$ cat config.mk
export PLATFORM = sky130hd
export DESIGN_NAME = param_fifo
export DESIGN_NICKNAME = d
export VERILOG_FILES = /design/src/rtl/fifo_pkg.sv /design/src/rtl/fifo_mem_2p.sv /design/src/rtl/param_fifo.sv
export SDC_FILE = /design/constraint.sdc
export NUM_CORES = 1
export LEC_CHECK = 0
export BUFFER_PORTS_ARGS = -buffer_cell sky130_fd_sc_hd__buf_2
export CORE_MARGIN = 4
export CORE_UTILIZATION = 46
export CTS_CLUSTER_DIAMETER = 50
export DETAILED_ROUTE_END_ITERATION = 7
export PLACE_DENSITY = 0.68
export SLEW_MARGIN = 20
export SYNTH_ARGS = -nofsm -noshare
export SYNTH_HDL_FRONTEND = slang
export SYNTH_SLANG_ARGS = --single-unit
export TNS_END_PERCENT = 30
$ cat constraint.sdc
create_clock -name clk -period 3.5 [get_ports clk]
set_input_delay 0.175 -clock clk [delete_from_list [all_inputs] [get_ports clk]]
set_output_delay 0.175 -clock clk [all_outputs]
set_load 0.1 [all_outputs]
$ cat src/rtl/fifo_pkg.sv
// Shared defaults and constant helpers for the parametrised FIFO family.
package fifo_pkg;

  localparam int DEF_DATA_W = 32;
  localparam int DEF_DEPTH  = 8;

  // Ceiling log2, usable in parameter expressions; clog2(1) = 0.
  function automatic int clog2(input int n);
    int r;
    int v;
    r = 0;
    v = n - 1;
    while (v > 0) begin
      r = r + 1;
      v = v >> 1;
    end
    return r;
  endfunction

endpackage

$ cat src/rtl/fifo_mem_2p.sv
// DEPTH x DATA_W storage, one synchronous write port and one registered read port.
// Read data appears one cycle after rd_vld and holds otherwise; no backpressure, the caller arbitrates.
module fifo_mem_2p
  import fifo_pkg::*;
#(
  parameter int DATA_W = DEF_DATA_W,
  parameter int DEPTH  = DEF_DEPTH,
  parameter int ADDR_W = clog2(DEPTH)
) (
  input  logic              clk,
  input  logic              reset,
  input  logic              wr_vld,
  input  logic [ADDR_W-1:0] wr_addr,
  input  logic [DATA_W-1:0] wr_dat,
  input  logic              rd_vld,
  input  logic [ADDR_W-1:0] rd_addr,
  output logic [DATA_W-1:0] rd_dat
);

  logic [DATA_W-1:0] mem_q [DEPTH];
  logic [DATA_W-1:0] rd_dat_d;
  logic [DATA_W-1:0] rd_dat_q;

  // Array is deliberately unreset so it maps onto plain storage.
  always_ff @(posedge clk) begin
    if (wr_vld) begin
      mem_q[wr_addr] <= wr_dat;
    end
  end

  always_comb begin
    rd_dat_d = rd_dat_q;
    if (rd_vld) begin
      rd_dat_d = mem_q[rd_addr];
    end
  end

  always_ff @(posedge clk or posedge reset) begin
    if (reset) begin
      rd_dat_q <= '0;
    end else begin
      rd_dat_q <= rd_dat_d;
    end
  end

  assign rd_dat = rd_dat_q;

endmodule

$ cat src/rtl/param_fifo.sv
// Parametrised synchronous FIFO with almost-full/almost-empty thresholds and synchronous flush.
// Read data and ack/err pulses are registered one cycle after the request; requests are refused (err) when full/empty/flushing.
module param_fifo
  import fifo_pkg::*;
#(
  parameter int DATA_W   = DEF_DATA_W,
  parameter int DEPTH    = DEF_DEPTH,
  parameter int AF_LEVEL = DEPTH - 2,
  parameter int AE_LEVEL = 2,
  parameter int CNT_W    = clog2(DEPTH) + 1
) (
  input  logic              clk,
  input  logic              reset,
  input  logic              flush,
  input  logic              wr_en,
  input  logic [DATA_W-1:0] d_in,
  input  logic              rd_en,
  output logic [DATA_W-1:0] d_out,
  output logic [CNT_W-1:0]  data_count,
  output logic              full,
  output logic              empty,
  output logic              almost_full,
  output logic              almost_empty,
  output logic              wr_ack,
  output logic              wr_err,
  output logic              rd_ack,
  output logic              rd_err
);

  localparam int PTR_W = clog2(DEPTH);
  localparam logic [CNT_W-1:0] DEPTH_C = CNT_W'(DEPTH);
  localparam logic [CNT_W-1:0] AF_C    = CNT_W'(AF_LEVEL);
  localparam logic [CNT_W-1:0] AE_C    = CNT_W'(AE_LEVEL);

  logic [PTR_W-1:0] wr_ptr_d, wr_ptr_q;
  logic [PTR_W-1:0] rd_ptr_d, rd_ptr_q;
  logic [CNT_W-1:0] count_d, count_q;
  logic             wr_ack_d, wr_ack_q;
  logic             wr_err_d, wr_err_q;
  logic             rd_ack_d, rd_ack_q;
  logic             rd_err_d, rd_err_q;
  logic             wr_acc;
  logic             rd_acc;

  // Acceptance is judged on the registered flags, so full+rd+wr admits only the read
  // and empty+rd+wr admits only the write.
  assign wr_acc = wr_en && !full  && !flush;
  assign rd_acc = rd_en && !empty && !flush;

  always_comb begin
    wr_ptr_d = wr_ptr_q;
    rd_ptr_d = rd_ptr_q;
    count_d  = count_q;
    if (flush) begin
      wr_ptr_d = '0;
      rd_ptr_d = '0;
      count_d  = '0;
    end else begin
      if (wr_acc) wr_ptr_d = wr_ptr_q + PTR_W'(1);
      if (rd_acc) rd_ptr_d = rd_ptr_q + PTR_W'(1);
      if (wr_acc && !rd_acc) count_d = count_q + CNT_W'(1);
      if (rd_acc && !wr_acc) count_d = count_q - CNT_W'(1);
    end
    wr_ack_d = wr_acc;
    wr_err_d = wr_en && !wr_acc;
    rd_ack_d = rd_acc;
    rd_err_d = rd_en && !rd_acc;
  end

  always_ff @(posedge clk or posedge reset) begin
    if (reset) begin
      wr_ptr_q <= '0;
      rd_ptr_q <= '0;
      count_q  <= '0;
      wr_ack_q <= 1'b0;
      wr_err_q <= 1'b0;
      rd_ack_q <= 1'b0;
      rd_err_q <= 1'b0;
    end else begin
      wr_ptr_q <= wr_ptr_d;
      rd_ptr_q <= rd_ptr_d;
      count_q  <= count_d;
      wr_ack_q <= wr_ack_d;
      wr_err_q <= wr_err_d;
      rd_ack_q <= rd_ack_d;
      rd_err_q <= rd_err_d;
    end
  end

  fifo_mem_2p #(
    .DATA_W (DATA_W),
    .DEPTH  (DEPTH),
    .ADDR_W (PTR_W)
  ) u_mem (
    .clk     (clk),
    .reset   (reset),
    .wr_vld  (wr_acc),
    .wr_addr (wr_ptr_q),
    .wr_dat  (d_in),
    .rd_vld  (rd_acc),
    .rd_addr (rd_ptr_q),
    .rd_dat  (d_out)
  );

  assign data_count   = count_q;
  assign full         = (count_q == DEPTH_C);
  assign empty        = (count_q == '0);
  assign almost_full  = (count_q >= AF_C);
  assign almost_empty = (count_q <= AE_C);
  assign wr_ack       = wr_ack_q;
  assign wr_err       = wr_err_q;
  assign rd_ack       = rd_ack_q;
  assign rd_err       = rd_err_q;

endmodule

==> out/results.tsv <==
stage	metric	value	unit
synthesis	netlist_top_cells_area	edfxtp_1 67%, mux4_2 13%, dfrtp_1 10%	
critical_path	path_cells	or4b_4, a21oi_4, nor2b_1, ha_1, a21oi_1, nand2_1, or4b_1, o311ai_1	
finish	area_growth	20.3	%
synthesis	avgSynthCellArea	20.4	sq um
synthesis	synth-adder-area-share	0.609	%
die	row_count	57	
outcome	status	finished, final reports clean	
critical_path	crit_slowest_cell	or4b_4	
finish	nFillCells	1834	
cts	postCtsSetupRepairBufs	0	
die	die_h	166	microns
cts	htreeDepth	1	
cts	numCtsBuffers	31	
timing	rsz0062_at_grt	false	
synthesis	synth_compound_area_share	2.29	%
die	dieArea	27600	sq um
grt	grt_start_max_net_pins	47	
finish	ff_latch_area	8840	sq um
synthesis	synth_top_area_share	66.8	%
timing	fin_crit	3.19	ns
timing	setup_viol	0	
timing	final_hold_viol_count	0	
finish	design.final.nets	739	
die	initial_utilization	47.1	%
timing	fmax	313	MHz
synthesis	synthMuxAreaShare	15.7	%
power	ir_drop	0.696	mV
cts	worstSkewPairLatency	0.54	ns
cts	post_cts_resized	0	
cts	cts-root-buf	clkbuf_16	
timing	fin_tns_setup	0	ns
critical_path	start_kind	flip-flop	
critical_path	worstPathRequired	3.93	ns
route	firstDrtPassIters	4	
critical_path	cpLargestDelayFamily	simple AND/OR/NAND/NOR gates	
critical_path	crit_start	data_count[0]	
placed_design	hpwl	12900	microns
power	power_leakage	4.62	nW
grt	antenna_found_initial	1	
timing	tightest_slew	0.892	ns
critical_path	crit_type	reg2reg	
route	detail-route-antenna-nets	0	
timing	skew	0.0140	ns
synthesis	yosys.area.top_type	edfxtp_1	
timing	slew_headroom	40.5	%
job	cap_violations	0	
route	totalWireLength	21500	microns
route	vias_per_cell	5.30	
synthesis	syn_area	11500	sq um
critical_path	worstPathArrival	3.62	ns
cts	clockBufferDepth	3	
grt	grt_pass1_vias	6097	
die	core	24500	sq um
synthesis	yosysUniqueCellTypes	31	
synthesis	synth-seq-cells	302	
cts	cts.hold.buffers_added	36	
route	post_drt_wl_per_cell	20.6	microns
die	ios	81	
route	vias	5554	
synthesis	synthXorXnorAreaFrac	0.457	%
critical_path	endpoint_kind	flip-flop	
synthesis	synth-simple-area-share	2.82	%
critical_path	r2r_start	data_count[0]	
cts	cts_tree	built	
cts	cts.sinks	302	
placed_design	gp_congestion	0.756	
timing	finalCritPeriodShare	91.2	%
finish	multiInputGateArea	2600	sq um
finish	drive_gt1_share	31.6	%
route	route.detailed.drc	0	
placed_design	port_buffers	80	
power	finalPower	11.2	mW
critical_path	cp.buffers_inverters	0	
synthesis	yosys_warnings	0	
timing	drv_slew	0	
die	die_w	166	microns
grt	overflow	0	
synthesis	synth_nets	606	
grt	grt_pass1_wl	34900	microns
synthesis	synth_top_family_by_area	multiplexers	
route	drt_iter0_drc	338	
cts	clk_pin_slew_worst_paths	0.06	ns
critical_path	cpPeakStageDelay	0.67	ns
power	p_per_area	810	nW/um^2
synthesis	yosysSeqAreaShare	76.8	%
synthesis	syn_inst	564	
worst_hold_path	worst_hold_path_type	in2async	
critical_path	cp_max_fo	10	
grt	grtUsageTotal	15.9	%
-- routing by layer --
| metal | vias up | part of all wire [%] | global-route usage, % |
|---|---|---|---|
| met5 | - | 0 | 0 |
| met3 | 27 | 4.5 | 2.64 |
| met2 | 126 | 50 | 26.9 |
| met1 | 2866 | 43 | 21.9 |
| li1 | 2535 | - | - |
| met4 | 0 | 1.7 | 3.62 |
-- cells in the final DEF (no fill, tap or decap), drive strengths merged, types with 4 or more instances in the layout --
cell,count
edfxtp,256
buf,96
mux4,64
nor2,48
dfrtp,46
clkbuf,40
mux2i,36
dlygate4sd3,36
a21oi,36
clkinv,11
inv,6
nand2,5
a211oi,4
nand2b,4
nand3,4
ha,4
-- synthesized netlist by cell type --
library cell / number
or4b_4: 1
nand2b_1: 4
edfxtp_1: 256
o311ai_1: 1
xor2_1: 3
and3b_1: 1
a21oi_1: 35
nor3_1: 3
a21o_1: 1
inv_1: 3
mux4_2: 64
nand2_1: 5
o41ai_2: 1
nor2_1: 48
dfrtp_1: 46
buf_6: 2
o311a_1: 1
xnor2_1: 3
buf_2: 10
nor3b_1: 1
a211oi_1: 4
fa_1: 1
nor4_1: 1
clkbuf_1: 13
nand3_1: 4
or4b_1: 1
a21oi_4: 1
nor2b_1: 3
mux2i_1: 36
ha_1: 4
buf_1: 7
-- power breakdown --
group | internal, mW | total [mW] | switching (mW)
clock | 1.82 | 3.14 | 1.32
sequential | 4.23 | 4.50 | 0.275
combinational | 0.977 | 3.57 | 2.59
total | 7.02 | 11.2 | 4.19
-- metrics by stage --
step	worst slack (ns)	util [%]	hold WS, ns	area [sq um]	cells
after floorplan	-0.223	-	0.274	11500	564
after global placement	0.622	50.7	0.437	12400	949
after detailed placement	0.367	50.8	0.456	12400	950
after CTS	0.346	56.4	0.423	13800	1044
after global routing	0.196	56.6	0.419	13800	1047
final	0.308	56.6	0.337	13800	1047
-- state kept, by name (all words and copies together), names as in the netlist --
register	cells
u_mem.mem_q	256
u_mem.rd_dat	32
data_count	4
rd_ptr_q	3
wr_ptr_q	3
rd_ack	1
rd_err	1
wr_ack	1
wr_err	1
-- logic make-up after synthesis --
| family | Yosys count |
|---|---|
| buffers and inverters | 35 |
| xor gates and xnor gates | 6 |
| AOI/OAI and AO/OA | 44 |
| muxes | 100 |
| and+or+nand+nor | 72 |
| DFF | 302 |
| adders and majority gates | 5 |
-- worst reg2reg max path, delay by kind of cell (launching register included) --
kind | cells | cell delay, ns
flip-flops | 1 | 0.53
AO/OA/AOI/OAI | 3 | 0.58
AND/OR/NAND/NOR | 4 | 1.63
adder cells (fa/ha/maj) | 1 | 0.34
-- cell type report --
type                       instances  share of cell area, %
sequential                       302                   63.9
multi-input combinational        227                   18.8
timing repair buffer             132                   7.05
clock buffer                      40                   6.21
tap                              324                   2.93
clock inverter                    18                   1.05
inverter                           3                 0.0904
antenna                            1                 0.0181
-- final timing paths --
path / endpoint / slack, ns / depth (start not counted)
worst max register to register: data_count[3] / 0.31 / 8
worst min-delay path: rd_ptr_q[0] / 0.34 / 3
worst max-delay path: data_count[3] / 0.31 / 8
max in group asynchronous: rd_ptr_q[0] / 2.57 / 3
min in group clk: u_mem.mem_q[1][10] / 0.44 / 2
worst min register to register: u_mem.rd_dat[5] / 0.53 / 2
(Power assumes the default switching activity.)
